File: config.mk
export PLATFORM = sky130hd
export DESIGN_NAME = uart_tx_queue
export DESIGN_NICKNAME = d
export VERILOG_FILES = /design/src/rtl/uart_tx_queue_pkg.sv /design/src/rtl/uart_tx_queue_byte_fifo.sv /design/src/rtl/uart_tx_queue.sv
export SDC_FILE = /design/constraint.sdc
export NUM_CORES = 1
export LEC_CHECK = 0
export BUFFER_PORTS_ARGS = -buffer_cell sky130_fd_sc_hd__buf_2
export CORE_ASPECT_RATIO = 1.1
export CORE_UTILIZATION = 68
export CTS_BUF_LIST = sky130_fd_sc_hd__clkbuf_4
export DETAILED_ROUTE_END_ITERATION = 10
export GPL_ROUTABILITY_DRIVEN = 1
export GPL_TIMING_DRIVEN = 0
export PLACE_DENSITY = 0.87
export SLEW_MARGIN = 20
export SYNTH_ARGS = -nofsm -noshare
export SYNTH_HDL_FRONTEND = slang
export SYNTH_SLANG_ARGS = --single-unit
File: constraint.sdc
create_clock -name sys_clk -period 4.21 [get_ports sys_clk]
set_input_delay 0.421 -clock sys_clk [delete_from_list [all_inputs] [get_ports sys_clk]]
set_output_delay 0.421 -clock sys_clk [all_outputs]
set_load 0.01 [all_outputs]
File: src/rtl/uart_tx_queue_pkg.sv
// uart_tx_queue_pkg
//   Shared definitions for the UART transmit queue:
//   - state_t and the ST_* state encodings of the transmit FSM
//   - ptr_w()/cnt_w() helpers that derive pointer and count widths from DEPTH
//   - default parameter values and the derived default widths
package uart_tx_queue_pkg;

  typedef logic [2:0] state_t;

  localparam state_t ST_IDLE      = 3'd0;
  localparam state_t ST_LOAD      = 3'd1;
  localparam state_t ST_START     = 3'd2;
  localparam state_t ST_WAIT_BUSY = 3'd3;
  localparam state_t ST_WAIT_DONE = 3'd4;

  // Pointer width indexes DEPTH entries; count needs one more bit to hold DEPTH.
  function automatic int ptr_w(input int depth);
    return $clog2(depth);
  endfunction

  function automatic int cnt_w(input int depth);
    return $clog2(depth) + 1;
  endfunction

  localparam int DEFAULT_DEPTH       = 16;
  localparam int DEFAULT_ACK_TIMEOUT = 4;
  localparam int DEFAULT_PTR_W       = ptr_w(DEFAULT_DEPTH);
  localparam int DEFAULT_CNT_W       = cnt_w(DEFAULT_DEPTH);

endpackage

File: src/rtl/uart_tx_queue_byte_fifo.sv
// byte_fifo
//   Byte-wide synchronous FIFO, DEPTH entries (power of two), pointers wrap
//   modulo DEPTH.
//   Ports:
//     clk, rst            - clock, synchronous active-high reset
//     wr_en, wr_data      - write strobe and byte
//     rd_en               - pop strobe (head advances on this edge)
//     rd_data             - current head byte (valid while !empty)
//     count, full, empty  - occupancy status, updated on the edge after a write/pop
//   A write while full is accepted only if a pop happens on the same edge.
import uart_tx_queue_pkg::*;

module byte_fifo #(
  parameter int DEPTH = DEFAULT_DEPTH
) (
  input  logic                    clk,
  input  logic                    rst,
  input  logic                    wr_en,
  input  logic [7:0]              wr_data,
  input  logic                    rd_en,
  output logic [7:0]              rd_data,
  output logic [cnt_w(DEPTH)-1:0] count,
  output logic                    full,
  output logic                    empty
);

  localparam int PTR_W = ptr_w(DEPTH);
  localparam int CNT_W = cnt_w(DEPTH);

  logic [7:0]       mem [DEPTH];
  logic [PTR_W-1:0] wr_ptr;
  logic [PTR_W-1:0] rd_ptr;
  logic             rd_ok;
  logic             wr_ok;

  assign rd_ok = rd_en && !empty;
  // When full, the slot freed by a same-edge pop takes the new byte.
  assign wr_ok = wr_en && (!full || rd_ok);

  assign full    = (count == CNT_W'(DEPTH));
  assign empty   = (count == '0);
  assign rd_data = mem[rd_ptr];

  always_ff @(posedge clk) begin
    if (rst) begin
      wr_ptr <= '0;
      rd_ptr <= '0;
      count  <= '0;
    end else begin
      if (wr_ok) wr_ptr <= wr_ptr + 1'b1;
      if (rd_ok) rd_ptr <= rd_ptr + 1'b1;
      case ({wr_ok, rd_ok})
        2'b10:   count <= count + 1'b1;
        2'b01:   count <= count - 1'b1;
        default: count <= count;
      endcase
    end
  end

  // Storage is not reset; only pointers and count define contents.
  always_ff @(posedge clk) begin
    if (!rst && wr_ok) mem[wr_ptr] <= wr_data;
  end

endmodule

File: src/rtl/uart_tx_queue.sv
// uart_tx_queue
//   Queues bytes from an upstream producer and hands them one at a time to a
//   UART transmitter.
//   Ports:
//     sys_clk, rst        - clock, synchronous active-high reset
//     data_in, wr_en      - byte to enqueue, one byte per high wr_en cycle
//     busy_flag           - UART transmitter busy while a frame shifts out
//     tx_data, tx_en      - byte to send and its single-cycle start pulse
//     count, full, empty  - queue occupancy
//     overflow            - sticky, set when a write is dropped; cleared by rst
//     state_dbg           - current FSM state (ST_* encodings)
//   Handshake: tx_en is high for exactly one cycle (START) with tx_data stable;
//   the transmitter acknowledges by raising busy_flag, and the next byte is
//   only loaded once busy_flag has fallen again. If busy_flag never rises
//   within ACK_TIMEOUT cycles the byte counts as sent and is not retried.
import uart_tx_queue_pkg::*;

module uart_tx_queue #(
  parameter int DEPTH       = DEFAULT_DEPTH,
  parameter int ACK_TIMEOUT = DEFAULT_ACK_TIMEOUT
) (
  input  logic                    sys_clk,
  input  logic                    rst,
  input  logic [7:0]              data_in,
  input  logic                    wr_en,
  input  logic                    busy_flag,
  output logic [7:0]              tx_data,
  output logic                    tx_en,
  output logic [cnt_w(DEPTH)-1:0] count,
  output logic                    full,
  output logic                    empty,
  output logic                    overflow,
  output state_t                  state_dbg
);

  localparam int TMR_W = $clog2(ACK_TIMEOUT + 1);

  state_t           state;
  state_t           state_nxt;
  logic [TMR_W-1:0] timer;
  logic             pop;
  logic [7:0]       head;

  assign pop       = (state == ST_LOAD);
  assign tx_en     = (state == ST_START);
  assign state_dbg = state;

  byte_fifo #(.DEPTH(DEPTH)) u_fifo (
    .clk     (sys_clk),
    .rst     (rst),
    .wr_en   (wr_en),
    .wr_data (data_in),
    .rd_en   (pop),
    .rd_data (head),
    .count   (count),
    .full    (full),
    .empty   (empty)
  );

  always_comb begin
    state_nxt = state;
    case (state)
      ST_IDLE:      if (!empty && !busy_flag) state_nxt = ST_LOAD;
      ST_LOAD:      state_nxt = ST_START;
      ST_START:     state_nxt = ST_WAIT_BUSY;
      ST_WAIT_BUSY: begin
        if (busy_flag)                               state_nxt = ST_WAIT_DONE;
        else if (timer == TMR_W'(ACK_TIMEOUT - 1))   state_nxt = ST_IDLE;
      end
      ST_WAIT_DONE: if (!busy_flag) state_nxt = ST_IDLE;
      default:      state_nxt = ST_IDLE;
    endcase
  end

  always_ff @(posedge sys_clk) begin
    if (rst) begin
      state    <= ST_IDLE;
      timer    <= '0;
      tx_data  <= 8'h00;
      overflow <= 1'b0;
    end else begin
      state <= state_nxt;
      // Timer counts cycles spent in WAIT_BUSY; cleared on the way in.
      if (state == ST_WAIT_BUSY) timer <= timer + 1'b1;
      else                       timer <= '0;
      if (pop) tx_data <= head;
      // A write while full is dropped unless the LOAD pop frees a slot.
      if (wr_en && full && !pop) overflow <= 1'b1;
    end
  end

endmodule

==> qor.txt, run 1 <==
Synth top cells by count: 128 x edfxtp_1, 34 x nor2_1, 32 x mux4_2
CP Max Fanout: 10
Actual slew at the worst max-slew pin: 984 ps
CP Data Arrival Time: 2830 ps
Via count: 3,598
Drt via density: 6.59
Gates resized, CTS repair: 0
Worst Reg-to-Reg Cells: 5
Clock skew: 13.9 ps
Async SR Flop Fraction: 0
Worst stage delay on the critical path: 780 ps
Clock Latency Late Sink: 520 ps
Placer Congestion: 0.790
Max VDD drop: 312 uV
Crit end category: register
# rows: 36
Hold endpoint: state_dbg[2]
Antenna violations before repair: 0
Initial Utilization: 0.708
Global-route wire length before repair: 19,000 um
Total Nets Final: 439
Placed instance area: 0.00665 mm2
Final hold vios: 0
Hold Crit Depth: 2
H-Tree Depth: 4
Final setup fails: 0
Met2 Use GR: 0.487
Synth area leaders: edfxtp_1 61%, mux4_2 11%, dfxtp_1 8.8%
R2r setup slk: 1530 ps
Die area: 0.00973 mm2
Period utilisation layout: 0.638
RR Startpoint: state_dbg[1]
Total power: 0.00284 W
PwrDens: 411 mW/mm2
Top Ports: 32
DRC: 0
Met3 Usage GRT: 0.0709
Mapped Area: 0.00635 mm2
Total core area: 0.00896 mm2
Hold_buf cts: 0
F_max: 0.373 GHz
Grt ovf: 0
Worst path slowest cell: nor2_1
# clock sinks: 156
FF/Latch Area: 0.00440 mm2
Setup TNS: 0 ps
Detail Route Antenna Nets: 0
Syn Nets: 389
Largest net degree at the start of global routing: 17
Number of synthesized flops with an enable pin: 128
Area occupied by multi-input gates: 0.00183 mm2
Detailed placement HPWL: 8380 um
Number of port buffers: 31
Final Worst Setup Slack: 1530 ps
Final Non-Filler Cells: 546
Data required, critical path: 4360 ps
ANT cells: 0
Post-CTS Setup Inserts: 0
Worst-path cell chain: clkbuf_1 > nor3b_2 > o31a_1 > nand2_1 > nor2_1
Die Y: 103 um
Finished Cell Area: 0.00691 mm2
TritonCTS clock tree: done
Critical path launch point type: register
Yosys reg bits: 156
Cells after Synth: 369
Top cell type's share of synthesized area: 0.605
Drt pass-1 iters: 7
Vias in the first global route: 3,544
Gr busiest metal: met2
1st-iter DRT viols: 324
TritonCTS Buffers: 17
Hold Path Origin: busy_flag
Main synth FF type: edfxtp_1
Leak: 2.22 nW
Fill count: 491
Crit path kind: reg -> reg
Unrepaired setup endpoints after global routing: false
Gr usage total: 0.285
MaxCap Viol Count: 0
Top-count cell post-synth: edfxtp_1
FF-to-FF End: u_fifo.mem[2][7]
Final critical-path required period: 2680 ps
Yosys top cell by area: edfxtp_1
Sequential share of the synthesized area: 0.694
YS warnings: 0
Clock Path Buffers: 2
Layout cell share with drive strength beyond 1: 0.259
Slew headroom: 0.341
Status: finished, final reports clean
Syn-to-layout area delta: 8.75%
Slew Viols, Final: 0
Global routing usage on met1: 0.356
Dpl ws: 1550 ps
WL per Instance: 22.9 um
Syn_area_per_cell: 17.2 um2
Post-synthesis cell type count: 48
Clock tree root buffer cell: clkbuf_4
Hold Crit Class: in -> reg
Worst-path clk slew: 120 ps
Post-Route WL: 12,500 um
Placed cells: 514
Die W: 94.1 um
-- worst max-delay path by stage --
| stage | from | endpoint | cells past startpoint | slack [ps] |
|---|---|---|---|---|
| 4_1_cts | state_dbg[1] | u_fifo.mem[2][4] | 5 | 1510 |
| 5_1_grt | state_dbg[1] | u_fifo.mem[2][4] | 5 | 1360 |
| 6_report | state_dbg[1] | u_fifo.mem[2][7] | 5 | 1530 |
| 3_5_place_dp | state_dbg[1] | u_fifo.mem[2][6] | 5 | 1550 |
| 2_1_floorplan | u_fifo.count[1] | u_fifo.count[2] | 9 | 1780 |
| 3_3_place_gp | wr_en | u_fifo.count[2] | 9 | 1640 |
-- final cells by class --
cell class / count / share of cell area
flip-flops and latches: 156 / 0.638
multi-input cells: 186 / 0.264
clock buffers: 22 / 0.0239
repair buffers: 31 / 0.0225
well taps: 114 / 0.0207
plain buffers: 22 / 0.0147
clock inverters: 10 / 0.0134
inverters: 5 / 0.00272
-- kinds of logic after synthesis --
kind of cell	count (synthesis)	share of synthesized area
AOI/OAI and AO/OA	31	0.0402
xor gates and xnor gates	4	0.00552
and+or+nand+nor	87	0.0739
adders and majority gates	8	0.0158
DFF	156	0.694
muxes	56	0.152
buffers and inverters	27	0.0189
-- stage by stage --
step	hold slack, ps	utilization
after detailed placement	442	0.742
final	184	0.770
after floorplan	407	-
after global placement	418	0.742
after global routing	129	0.770
after CTS	148	0.770
-- per-layer routing --
metal | vias up | part of all wire
met5 | - | 0
met4 | 0 | 0.026
met3 | 33 | 0.079
met1 | 1794 | 0.37
met2 | 202 | 0.52
li1 | 1569 | -
-- registers in the layout, summed over array words and instances, names as in the netlist --
| register | flops |
|---|---|
| u_fifo.mem | 128 |
| tx_data | 8 |
| u_fifo.count | 5 |
| u_fifo.rd_ptr | 4 |
| u_fifo.wr_ptr | 4 |
| state_dbg | 3 |
| timer | 3 |
| overflow | 1 |
-- layout by cell type, fill, tap and decap left out, types with 2 or more instances in the layout --
cell and instances:
a211oi_1 2, a21oi_1 5, buf_1 2, buf_2 34, buf_4 2, clkbuf_1 14
clkbuf_4 22, clkinvlp_4 6, dfxtp_1 28, edfxtp_1 128, ha_1 8, inv_1 5
mux2_2 4, mux2i_1 20, mux4_2 32, nand2_1 11, nand2b_1 3, nand3_1 2
nand3b_1 9, nand4_1 2, nor2_1 34, nor2b_1 4, nor3b_1 2, nor4_1 5
nor4b_1 2, o21ai_0 4, o221ai_1 8, or3_1 5, or4_1 2, xor2_1 3
-- where the power goes --
group / total, W / internal [W] / switching (W)
clock: 0.000813 / 0.000324 / 0.000489
combinational: 0.000302 / 0.000117 / 0.000185
sequential: 0.00172 / 0.00170 / 0.0000240
total: 0.00284 / 0.00214 / 0.000698
-- worst max-delay path, delay by kind of cell, from the launching register on --
kind                   cells  cell delay, ps
DFF                        1             350
AOI/OAI and AO/OA          1             340
and+or+nand+nor            3            1430
buffers and inverters      1             210
Note: power is estimated with default switching activity, not from simulation.
==> run 2, diff against run 1 <==
Settings changed: CORE_UTILIZATION 68 to 63, PLACE_DENSITY 0.87 to 0.82.
Clock period 4.21 ns to 2.6 ns, I/O delays scaled along.
==> run 2 against run 1 <==
Effect of this change: the flow now finishes with violations (DRC); first-iteration DRC count shrank 20%; die area is 7.8% higher; routed wire length is 0.66% lower; count of clock-buffer cells in the layout shrank 3; critical path depth stayed put; non-clock buffer count is 1 higher; total power up 70%; setup slack got worse by 1400 ps; clock skew up 2.3 ps; clock power is 89% higher; worst hold slack got worse by 82 ps; largest power group unchanged.
==> qor.txt, run 2 (synthesis results as in run 1) <==
Status: finished, violations left (was finished, final reports clean)
Clock Path Buffers: 2 (unchanged)
Sw Share: 0.245 (was 0.246)
Final Non-Filler Cells: 553 (was 546)
Share of power burned in registers: 0.578 (was 0.607)
Setup TNS: 0 ps (unchanged)
Largest net degree at the start of global routing: 17 (unchanged)
Max VDD drop: 435 uV (was 312 uV)
Vias in the first global route: 3,585 (was 3,544)
WL per Instance: 22.4 um (was 22.9 um)
Number of port buffers: 31 (unchanged)
Initial Utilization: 0.645 (was 0.708)
Post-Route WL: 12,400 um (was 12,500 um)
Final critical-path required period: 2480 ps (was 2680 ps)
Most common cell after layout, fill and taps aside: edfxtp_1 (unchanged)
Die Y: 107 um (was 103 um)
Clock skew: 16.1 ps (was 13.9 ps)
DRC: 8 (was 0)
Clk network pwr share: 0.319 (was 0.286)
Actual slew at the worst max-slew pin: 984 ps (about the same)
Post-CTS Setup Inserts: 0 (unchanged)
ANT cells: 0 (unchanged)
Gr usage total: 0.261 (was 0.285)
Logic pwr share: 0.102 (was 0.106)
Worst-path clk slew: 130 ps (was 120 ps)
Failing checks: DRC
Register name with the most flops: u_fifo.mem (unchanged)
Highest-count cells in the layout ignoring fill and taps: 128 x edfxtp_1, 34 x buf_2, 32 x mux4_2 (was 128 x edfxtp_1, 34 x nor2_1, 34 x buf_2)
RR Startpoint: state_dbg[1] (unchanged)
Largest regs: u_fifo.mem x128, tx_data x8, u_fifo.count x5 (unchanged)
Slew Viols, Final: 0 (unchanged)
Crit end category: register (unchanged)
Max FFs per register: 128 (unchanged)
TritonCTS clock tree: done (unchanged)
Layout cell share with drive strength beyond 1: 0.293 (was 0.259)
TritonCTS Buffers: 17 (unchanged)
Unrepaired setup endpoints after global routing: true (was false)
Final setup fails: 0 (unchanged)
Clock tree root buffer cell: clkbuf_4 (unchanged)
Hold Path Origin: data_in[1] (was busy_flag)
Leak: 2.26 nW (was 2.22 nW)
Total core area: 0.00984 mm2 (was 0.00896 mm2)
Antenna violations before repair: 0 (unchanged)
Syn-to-layout area delta: 10.8% (was 8.75%)
Placer Congestion: 0.816 (was 0.790)
Hold Crit Class: in -> reg (unchanged)
Switching power of the nets: 0.00118 W (was 0.000698 W)
Grt ovf: 0 (unchanged)
Cell Int Power: 0.00365 W (was 0.00214 W)
Detailed placement HPWL: 8270 um (was 8380 um)
Top Ports: 32 (unchanged)
Die W: 97.7 um (was 94.1 um)
Crit path kind: reg -> reg (unchanged)
Drt via density: 6.29 (was 6.59)
Clock Latency Late Sink: 520 ps (about the same)
1st-iter DRT viols: 259 (was 324)
Area occupied by multi-input gates: 0.00188 mm2 (was 0.00183 mm2)
FF/Latch Area: 0.00440 mm2 (unchanged)
# rows: 38 (was 36)
H-Tree Depth: 4 (unchanged)
Total Nets Final: 440 (was 439)
CP Max Fanout: 10 (unchanged)
# clock sinks: 156 (unchanged)
Slew headroom: 0.342 (was 0.341)
Period utilisation layout: 0.953 (was 0.638)
F_max: 0.403 GHz (was 0.373 GHz)
Drt pass-1 iters: 8 (was 7)
MaxCap Viol Count: 0 (unchanged)
Via count: 3,479 (was 3,598)
Data required, critical path: 2770 ps (was 4360 ps)
Fill count: 611 (was 491)
Placed cells: 520 (was 514)
Global-route wire length before repair: 19,300 um (was 19,000 um)
Final hold vios: 0 (unchanged)
Die area: 0.0105 mm2 (was 0.00973 mm2)
PwrDens: 686 mW/mm2 (was 411 mW/mm2)
Critical path launch point type: register (unchanged)
Worst setup path start: state_dbg[1] (unchanged)
Detail Route Antenna Nets: 0 (unchanged)
CP Data Arrival Time: 2650 ps (was 2830 ps)
-- run 2: critical path: stages (launching register included) --
cell	delay, ps
dfxtp_1	350
clkbuf_1	220
nor3b_2	450
o31a_1	330
nand2_1	240
nor2_2	520
-- run 2: power groups by stage --
stage	Combinational [W]	Clock, W	Sequential [W]
after floorplan	0.000305	0	0.00286
after global placement	0.000462	0	0.00285
after detailed placement	0.000476	0	0.00285
after CTS	0.000481	0.00156	0.00279
after global routing	0.000543	0.00166	0.00280
final	0.000495	0.00154	0.00279
-- run 2: per-stage QoR --
step	hold WS (ps)	setup slack (ps)	utilization	area [um2]	power, W
floorplan	359	172	-	6350	0.00316
global placement	418	45.8	0.676	6660	0.00331
detailed placement	425	-37.4	0.676	6660	0.00333
CTS	62.3	-69.7	0.710	6990	0.00483
global route	47.4	-95.8	0.715	7030	0.00500
finish	102	122	0.715	7030	0.00483
-- run 2: final timing paths --
| check | end | slack, ps | cells past startpoint |
|---|---|---|---|
| setup / recovery | u_fifo.mem[0][1] | 120 | 5 |
| hold / removal | u_fifo.mem[3][1] | 100 | 1 |
| setup reg to reg | u_fifo.mem[0][1] | 120 | 5 |
| hold reg to reg | timer[0] | 450 | 1 |
-- run 2: repair_timing --
item,in CTS,in global routing
endpoints found under the hold margin,1,0
endpoints found under the setup margin,56,88
hold buffers,1,0
resized for setup,6,13
pin swaps,0,0
-- run 2: final cells by class --
cell class / count / area share
Buffer: 22 / 0.0149
Sequential cell: 156 / 0.626
Timing Repair Buffer: 32 / 0.0235
Clock buffer: 19 / 0.0203
Multi-Input combinational cell: 186 / 0.267
Tap cell: 120 / 0.0213
Inverter: 5 / 0.00267
Clock inverter: 13 / 0.0238
-- run 2: routing by layer --
metal | global-route usage | wire (um) | vias up | part of all wire
li1 | - | - | 1566 | -
met1 | 0.310 | 4700 | 1719 | 0.38
met2 | 0.452 | 6530 | 168 | 0.53
met3 | 0.0708 | 816 | 26 | 0.066
met4 | 0.113 | 371 | 0 | 0.030
met5 | 0 | 0 | - | 0
==> run 3, diff against run 2 <==
Settings changed: CORE_UTILIZATION 63 to 57, PLACE_DENSITY 0.82 to 0.78.
Clock period 2.6 ns to 2.1 ns, I/O delays scaled along.
==> run 3 against run 2 <==
Effect of this change: global-route usage shrank 1.3 points; critical endpoint is now u_fifo.count[2]; die area is 10% higher; critical path depth grew 2; routed wire length up 10%; clock power rose by 21%; total power up 30%; core utilization is 2.1 points lower; non-clock buffer count increased by 26; critical path type unchanged; cell area increased by 7.1%; cell count increased by 9.6%; the flow finishes with violations (setup timing); via count grew 5.4%.
==> qor.txt, run 3 (synthesis results as in run 1) <==
Status: finished, violations left (unchanged)
Failing checks: setup timing (was DRC)
Die area: 0.0116 mm2 (was 0.0105 mm2)
Logic pwr share: 0.149 (was 0.102)
Critical path launch point type: register (unchanged)
Leak: 2.48 nW (was 2.26 nW)
Largest net degree at the start of global routing: 17 (unchanged)
Hold Path Origin: data_in[7] (was data_in[1])
TritonCTS clock tree: done (unchanged)
Share of power burned in registers: 0.553 (was 0.578)
Final critical-path required period: 2200 ps (was 2480 ps)
Final Util: 0.694 (was 0.715)
Clock tree root buffer cell: clkbuf_4 (unchanged)
Cell Int Power: 0.00474 W (was 0.00365 W)
Crit end category: register (unchanged)
Crit path kind: reg -> reg (unchanged)
Gr usage total: 0.249 (was 0.261)
Most common cell after layout, fill and taps aside: edfxtp_1 (unchanged)
Worst Reg-to-Reg Cells: 7 (was 5)
Data required, critical path: 2520 ps (was 2770 ps)
Global-route wire length before repair: 20,200 um (was 19,300 um)
Largest regs: u_fifo.mem x128, tx_data x8, u_fifo.count x5 (unchanged)
Register name with the most flops: u_fifo.mem (unchanged)
Vias in the first global route: 3,673 (was 3,585)
ANT cells: 0 (unchanged)
Finished Cell Area: 0.00754 mm2 (was 0.00703 mm2)
Detailed placement HPWL: 8120 um (was 8270 um)
Final hold vios: 0 (unchanged)
RR Startpoint: u_fifo.count[3] (was state_dbg[1])
Drt via density: 6.05 (was 6.29)
Worst-path clk slew: 130 ps (about the same)
Clock Latency Late Sink: 530 ps (was 520 ps)
CP Data Arrival Time: 2630 ps (was 2650 ps)
FF-to-FF End: u_fifo.count[2] (was u_fifo.mem[0][1])
Total Nets Final: 466 (was 440)
Placed instance area: 0.00670 mm2 (was 0.00666 mm2)
Slew Viols, Final: 0 (unchanged)
PwrDens: 830 mW/mm2 (was 686 mW/mm2)
Hold Crit Depth: 1 (unchanged)
Hold endpoint: u_fifo.mem[10][7] (was u_fifo.mem[3][1])
Top Ports: 32 (unchanged)
Clock skew: 20.7 ps (was 16.1 ps)
Final Worst Setup Slack: -104 ps (was 122 ps)
Initial Utilization: 0.585 (was 0.645)
Antenna violations before repair: 0 (unchanged)
TritonCTS Buffers: 17 (unchanged)
Sw Share: 0.243 (was 0.245)
Total core area: 0.0109 mm2 (was 0.00984 mm2)
Post-Route WL: 13,700 um (was 12,400 um)
CP Max Fanout: 7 (was 10)
Layout cell share with drive strength beyond 1: 0.401 (was 0.293)
Highest-count cells in the layout ignoring fill and taps: 128 x edfxtp_1, 32 x mux4_2, 31 x buf_2 (was 128 x edfxtp_1, 34 x buf_2, 32 x mux4_2)
Syn-to-layout area delta: 18.7% (was 10.8%)
MaxCap Viol Count: 0 (unchanged)
# clock sinks: 156 (unchanged)
Die Y: 113 um (was 107 um)
Clk network pwr share: 0.298 (was 0.319)
1st-iter DRT viols: 285 (was 259)
Unrepaired setup endpoints after global routing: true (unchanged)
WL per Instance: 22.6 um (was 22.4 um)
F_max: 0.454 GHz (was 0.403 GHz)
DRC: 0 (was 8)
Slew headroom: 0.631 (was 0.342)
Hold Crit Class: in -> reg (unchanged)
Grt ovf: 0 (unchanged)
R2r setup slk: -100 ps (was 120 ps)
Total power: 0.00626 W (was 0.00483 W)
Drt pass-1 iters: 5 (was 8)
# rows: 40 (was 38)
Period utilisation layout: 1.05 (was 0.953)
Max FFs per register: 128 (unchanged)
Actual slew at the worst max-slew pin: 553 ps (was 984 ps)
Switching power of the nets: 0.00152 W (was 0.00118 W)
Min Hold Slack: 52.3 ps (was 102 ps)
Final setup fails: 101 (was 0)
Max VDD drop: 635 uV (was 435 uV)
Die W: 103 um (was 97.7 um)
Via count: 3,668 (was 3,479)
Detail Route Antenna Nets: 0 (unchanged)
Number of port buffers: 31 (unchanged)
Placer Congestion: 0.794 (was 0.816)
Clock Path Buffers: 2 (unchanged)
H-Tree Depth: 4 (unchanged)
## run 3: cell type report
type | instances | area, um2
Sequential cell | 156 | 4420
Multi-Input combinational cell | 186 | 2060
Buffer | 20 | 114
Clock inverter | 10 | 124
Clock buffer | 22 | 165
Inverter | 5 | 18.8
Fill cell | 679 | 3320
Timing Repair Buffer | 60 | 450
Tap cell | 147 | 184
## run 3: how the worst max path moves through the flow
stage | start | end | slack [ps]
3_3_place_gp | state_dbg[1] | u_fifo.mem[4][0] | -480
2_1_floorplan | u_fifo.count[0] | u_fifo.count[2] | -210
6_report | u_fifo.count[3] | u_fifo.count[2] | -100
4_1_cts | u_fifo.rd_ptr[0] | tx_data[0] | -220
5_1_grt | state_dbg[0] | u_fifo.count[4] | -190
3_5_place_dp | state_dbg[1] | u_fifo.mem[4][0] | -580
## run 3: repair_timing
item	CTS	global route
buffers inserted	21	14
setup endpoints to repair	141	145
gates resized for setup	54	43
hold buffers	1	0
pin swaps	15	17
hold endpoints to repair	2	0
## run 3: through the flow
stage	cells	setup WS, ps	TNS [ps]
after floorplan	369	-213	-213
final	606	-104	-5360
after global routing	606	-186	-10180
after global placement	547	-477	-48260
after CTS	598	-219	-3930
after detailed placement	547	-580	-58180
## run 3: power by group through the flow
stage / clock (W) / combinational (W) / sequential [W]
2_1_floorplan: 0 / 0.000393 / 0.00354
3_3_place_gp: 0 / 0.000591 / 0.00352
3_5_place_dp: 0 / 0.000614 / 0.00353
4_1_cts: 0.00187 / 0.000765 / 0.00346
5_1_grt: 0.00200 / 0.000984 / 0.00347
6_report: 0.00186 / 0.000933 / 0.00346
## run 3: per-layer routing
metal	wire length, um	global-route usage
met5	0	0
met3	849	0.0642
met4	349	0.102
met1	5420	0.318
met2	7070	0.405
## run 3: worst max-delay path, stage by stage, from the launching register on
cell	delay [ps]
dfxtp_2	380
or4_4	550
o21ai_2	150
o21ai_1	80
ha_2	200
or3_1	330
o22ai_2	110
mux2_4	310
